===== src/rtl/encoder_16x4_seq.sv =====
// encoder_16x4_seq: pending-line encoder with valid/ready handshake; define ENC_ROUND_ROBIN_EN for round-robin arbitration.
module encoder_16x4_seq (
  input  logic        clk,
  input  logic        rst,
  input  logic [15:0] req,
  input  logic        e,
  input  logic        ready,
  output logic [3:0]  code,
  output logic        valid,
  output logic [15:0] pend,
  output logic        ovf
);
  typedef enum logic {IDLE, HOLD} state_t;
  state_t state_q, state_d;
  logic [3:0] code_q, code_d, sel, base;
  logic [15:0] pend_q, pend_d, clr;
  logic ovf_q, ovf_d, load;
`ifdef ENC_ROUND_ROBIN_EN
  logic [3:0] ptr_q, ptr_d;
  assign base = ptr_q;
  assign ptr_d = load ? sel + 4'd1 : ptr_q;
  always_ff @(posedge clk or posedge rst)
    if (rst) ptr_q <= 4'd0;
    else ptr_q <= ptr_d;
`else
  assign base = 4'd0;
`endif
  // Descending scan so the candidate nearest the search base is the last one kept.
  always_comb begin
    sel = 4'd0;
    for (int i = 15; i >= 0; i--)
      if (pend_q[base + 4'(i)]) sel = base + 4'(i);
  end
  always_comb begin
    load = e && (pend_q != 16'd0) && (state_q == IDLE || ready);
    clr = load ? 16'd1 << sel : 16'd0;
    pend_d = (pend_q & ~clr) | req;
    ovf_d = |(req & pend_q & ~clr);
    code_d = load ? sel : code_q;
  end
  always_comb state_d = load ? HOLD : (state_q == HOLD && !ready) ? HOLD : IDLE;
  always_ff @(posedge clk or posedge rst)
    if (rst) begin
      state_q <= IDLE;
      code_q <= 4'd0;
      pend_q <= 16'd0;
      ovf_q <= 1'b0;
    end else begin
      state_q <= state_d;
      code_q <= code_d;
      pend_q <= pend_d;
      ovf_q <= ovf_d;
    end
  always_comb begin
    valid = state_q == HOLD;
    code = code_q;
    pend = pend_q;
    ovf = ovf_q;
  end
endmodule


===== config.mk =====
export PLATFORM = sky130hd
export DESIGN_NAME = encoder_16x4_seq
export DESIGN_NICKNAME = d
export VERILOG_FILES = /design/src/rtl/encoder_16x4_seq.sv
export SDC_FILE = /design/constraint.sdc
export NUM_CORES = 1
export LEC_CHECK = 0
export BUFFER_PORTS_ARGS = -buffer_cell sky130_fd_sc_hd__buf_4
export CORE_ASPECT_RATIO = 2
export CORE_MARGIN = 5
export CORE_UTILIZATION = 35
export DETAILED_ROUTE_END_ITERATION = 7
export PLACE_DENSITY_LB_ADDON = 0.25
export SLEW_MARGIN = 20
export SYNTH_ARGS = -nofsm -noshare
export SYNTH_HDL_FRONTEND = slang
export SYNTH_SLANG_ARGS = --single-unit
export TNS_END_PERCENT = 20

===== constraint.sdc =====
create_clock -name clk -period 5.7 [get_ports clk]
set_input_delay 1.14 -clock clk [delete_from_list [all_inputs] [get_ports clk]]
set_output_delay 1.14 -clock clk [all_outputs]
set_load 0.1 [all_outputs]

==> impl_results.md <==
- Status: finished clean
- CTS Buf Count: 3
- Detailed Place HPWL: 2920 um
- # placed instances: ~230
- Tot GR Track Use: approximately 16%
- Drt pass-1 iters: 4
- Synthesized Nets: approximately 160
- Rows: 31
- Post-synthesis sequential area ratio: a little over two fifths
- Area grow syn2layout: 30.9%
- Post-synthesis async set-or-reset flop share: 100%
- CTS root buf: clkbuf_8
- Netlist cell types: 41
- Critical Path AT: 2780 ps
- Crit start category: primary input
- Drt total wl: 3650 um
- GRT met1 Usage: 18.3%
- Unrepaired setup endpoints after global routing: no
- Max Slew Vio Count: 0
- Post-CTS setup buffers: 0
- Crit-path most repeated cell: nand3_1
- Die height: 96.6 um
- Initial antenna violation count: 0
- R2R setup slack: 3300 ps
- Total Die Area: 5150 um^2
- Warnings, synthesis: 0
- Clock Path Buffers: 2
- Endpoints failing setup: 0
- Initial cell density of the core: between 30% and 40%
- Period minus WS final: about 2600 ps
- First-pass GRT wire length: 6200 um
- Clk_lat worst skew: 260 ps
- Final Wtd Congestion: roughly 0.9
- Worst EP required: 5840 ps
- Final instance area: 1720 um^2
- GRT met3 Usage: 2.62%
- Final Hold Fails: 0
- Cells after Synth: 139
- Core area: between 3000 and 4000 um^2
- Setup TNS: 0 ps
- Leak: 0.728 nW
- Worst setup margin: 3060 ps
- CTS Sinks: 22
- Dominant delay contributor by cell family on the critical path: simple AND/OR/NAND/NOR gates
- Number of synthesized flops with an enable pin: 0
- Crit-path slowest cell: nor3_2
- Number of I/O port buffers: 41
- Pre-CTS setup slack: 2810 ps
- Worst-path fanout max: 9
- # diodes: 0
- CP cell instances: buf_4, nand2b_1, nand2_1, nor3_2, nand3_1, and3_1, nor4_1, nand3_1
- Fin crit share: a little under half
- I/O pin cnt: 42
- Crit-path max cell delay: approximately 400 ps
- Most used DFF post-synth: dfrtp_1
- Final net count: around 200
- Max VDD drop: ~0.13 mV
- Worst Hold Class: register to register
- Hold-fix buffers, CTS: 0
- Vias in the first global route: 1332
- # resized after CTS: 0
- Pint: 0.000227 W
- Die width: 53.3 um
- Max Fclk: around 380 MHz
- Mapped Area: roughly 1300 um^2
- Pwr Density: 189 nW/um^2
- Flops & latches, synth: 22
- Fraction of final layout cells sized beyond drive strength 1: 30.2%
- Buffers & Inverters on Critical Path: 1
- CTS tree: built
- Switching Share: 30.0%
- Vias per inst: 5.50
- Initial DRC Count: between 50 and 60
- Grt total ovfl: 0
- Seq pwr share: 50.2%
- Area of placed instances: 1680 um^2
- DR WL/cell: approximately 16 um
- Slew HR: 44.0%
- Skew final: 2.66 ps
- Vias: 1271
- ANT nets after route: 0
- Largest net degree at the start of global routing: 23
- H-tree Lvls: 1
- Clk slew on worst S/H paths: 70 ps
- Clock Power Share: 29.6%
- CP Capture Type: register
- Post-synthesis average cell area: 9.45 um^2
- Drc violations: 0
- Combinational share of power: 20.2%
- Max_cap viols: 0
- Tightest Pin Transition: 839 ps
- Switching pwr: 0.0000975 W
- Final instance count without filler cells: 231
- GRT met2 Usage: 26.0%
- Most Crowded Layer GR: met2
- Critical path class: primary input to register
## cells in the mapped netlist (2+ instances only)
cell | count | area share, %
inv_1 | 7 | 2.0
nor2b_1 | 2 | 0.95
nand2_1 | 18 | 5.1
o21ai_0 | 3 | 1.1
nand3_1 | 7 | 2.7
a21o_1 | 17 | 9.7
nor3_4 | 2 | 2.5
dfrtp_1 | 22 | 42
and3_1 | 2 | 0.95
nand2b_1 | 2 | 0.95
nor2_1 | 9 | 2.6
o21ai_1 | 2 | 0.76
mux2_1 | 2 | 1.7
a21oi_1 | 8 | 3.0
o31ai_1 | 3 | 1.7
and2_1 | 2 | 0.95
nor4_2 | 2 | 1.9
a31oi_1 | 3 | 1.4
nor4_1 | 4 | 1.9
## kinds of logic (layout without fill, tap and decap cells)
group / after synthesis / in the layout / share of synthesized area, %
flops: 22 / 22 / 41.9
buf+inv: 8 / 51 / 2.38
simple gates: 58 / 58 / 26.9
mux: 2 / 2 / 1.71
compound gates: 49 / 49 / 27.1
## cells in the final DEF, fill, tap and decap left out, types with 2 or more instances in the layout
cell / netlist / final
buf_4: 0 / 41
dfrtp_1: 22 / 22
nand2_1: 18 / 18
a21o_1: 17 / 17
nor2_1: 9 / 9
a21oi_1: 8 / 8
inv_1: 7 / 7
nand3_1: 7 / 7
nor4_1: 4 / 4
o31ai_1: 3 / 3
o21ai_0: 3 / 3
a31oi_1: 3 / 3
clkbuf_8: 0 / 3
nor4_2: 2 / 2
o21ai_1: 2 / 2
nor2b_1: 2 / 2
mux2_1: 2 / 2
nand2b_1: 2 / 2
nor3_4: 2 / 2
and2_1: 2 / 2
and3_1: 2 / 2
## routing by layer
layer / part of all wire, % / routed length (um)
met1: 38 / 1370
met2: 55 / 2010
met4: 3.2 / 116
met3: 4.2 / 152
met5: 0 / 0
## power by group through the flow
| stage | registers [W] | clock network, W | logic [W] |
|---|---|---|---|
| 2_1_floorplan | 0.000189 | 0 | 0.0000208 |
| 3_3_place_gp | 0.000166 | 0 | 0.0000658 |
| 3_5_place_dp | 0.000166 | 0 | 0.0000662 |
| 4_1_cts | 0.000163 | 0.000101 | 0.0000664 |
| 5_1_grt | 0.000164 | 0.000109 | 0.0000706 |
| 6_report | 0.000163 | 0.0000960 | 0.0000657 |
## final cells by class
cell class                      count  area, um^2
Multi-Input combinational cell    109         732
Sequential cell                    22         551
Clock buffer                        3        41.3
Fill cell                         406        1930
Inverter                            7        26.3
Tap cell                           49        61.3
Timing Repair Buffer               41         308
## per-stage QoR
step / hold slack (ps) / power, W / utilization, %
3_3_place_gp: 469 / 0.000232 / 46.0
2_1_floorplan: 1010 / 0.000209 / -
6_report: 494 / 0.000325 / 47.2
4_1_cts: 500 / 0.000330 / 47.2
5_1_grt: 520 / 0.000344 / 47.2
3_5_place_dp: 482 / 0.000232 / 46.0
## registers in the layout (all words and copies together) (netlist names)
signal  cells
valid       1
code        4
ovf         1
pend       16
## worst paths after layout
check | from | endpoint | cells past startpoint
max in group asynchronous | rst | pend[13] | 2
min in group asynchronous | rst | valid | 2
worst min register to register | code[2] | code[2] | 1
worst min-delay path | code[2] | code[2] | 1
worst max register to register | pend[14] | ovf | 7
worst max-delay path | ready | ovf | 8
## worst register-to-register path, cell delays in order (launching register included)
cell	delay (ps)
dfrtp_1	440
nand2b_1	170
a221oi_1	340
o21ai_1	290
a211oi_2	480
a31oi_1	130
nor4_1	310
nand3_1	110
No activity file was read; power rests on OpenSTA's default activity.
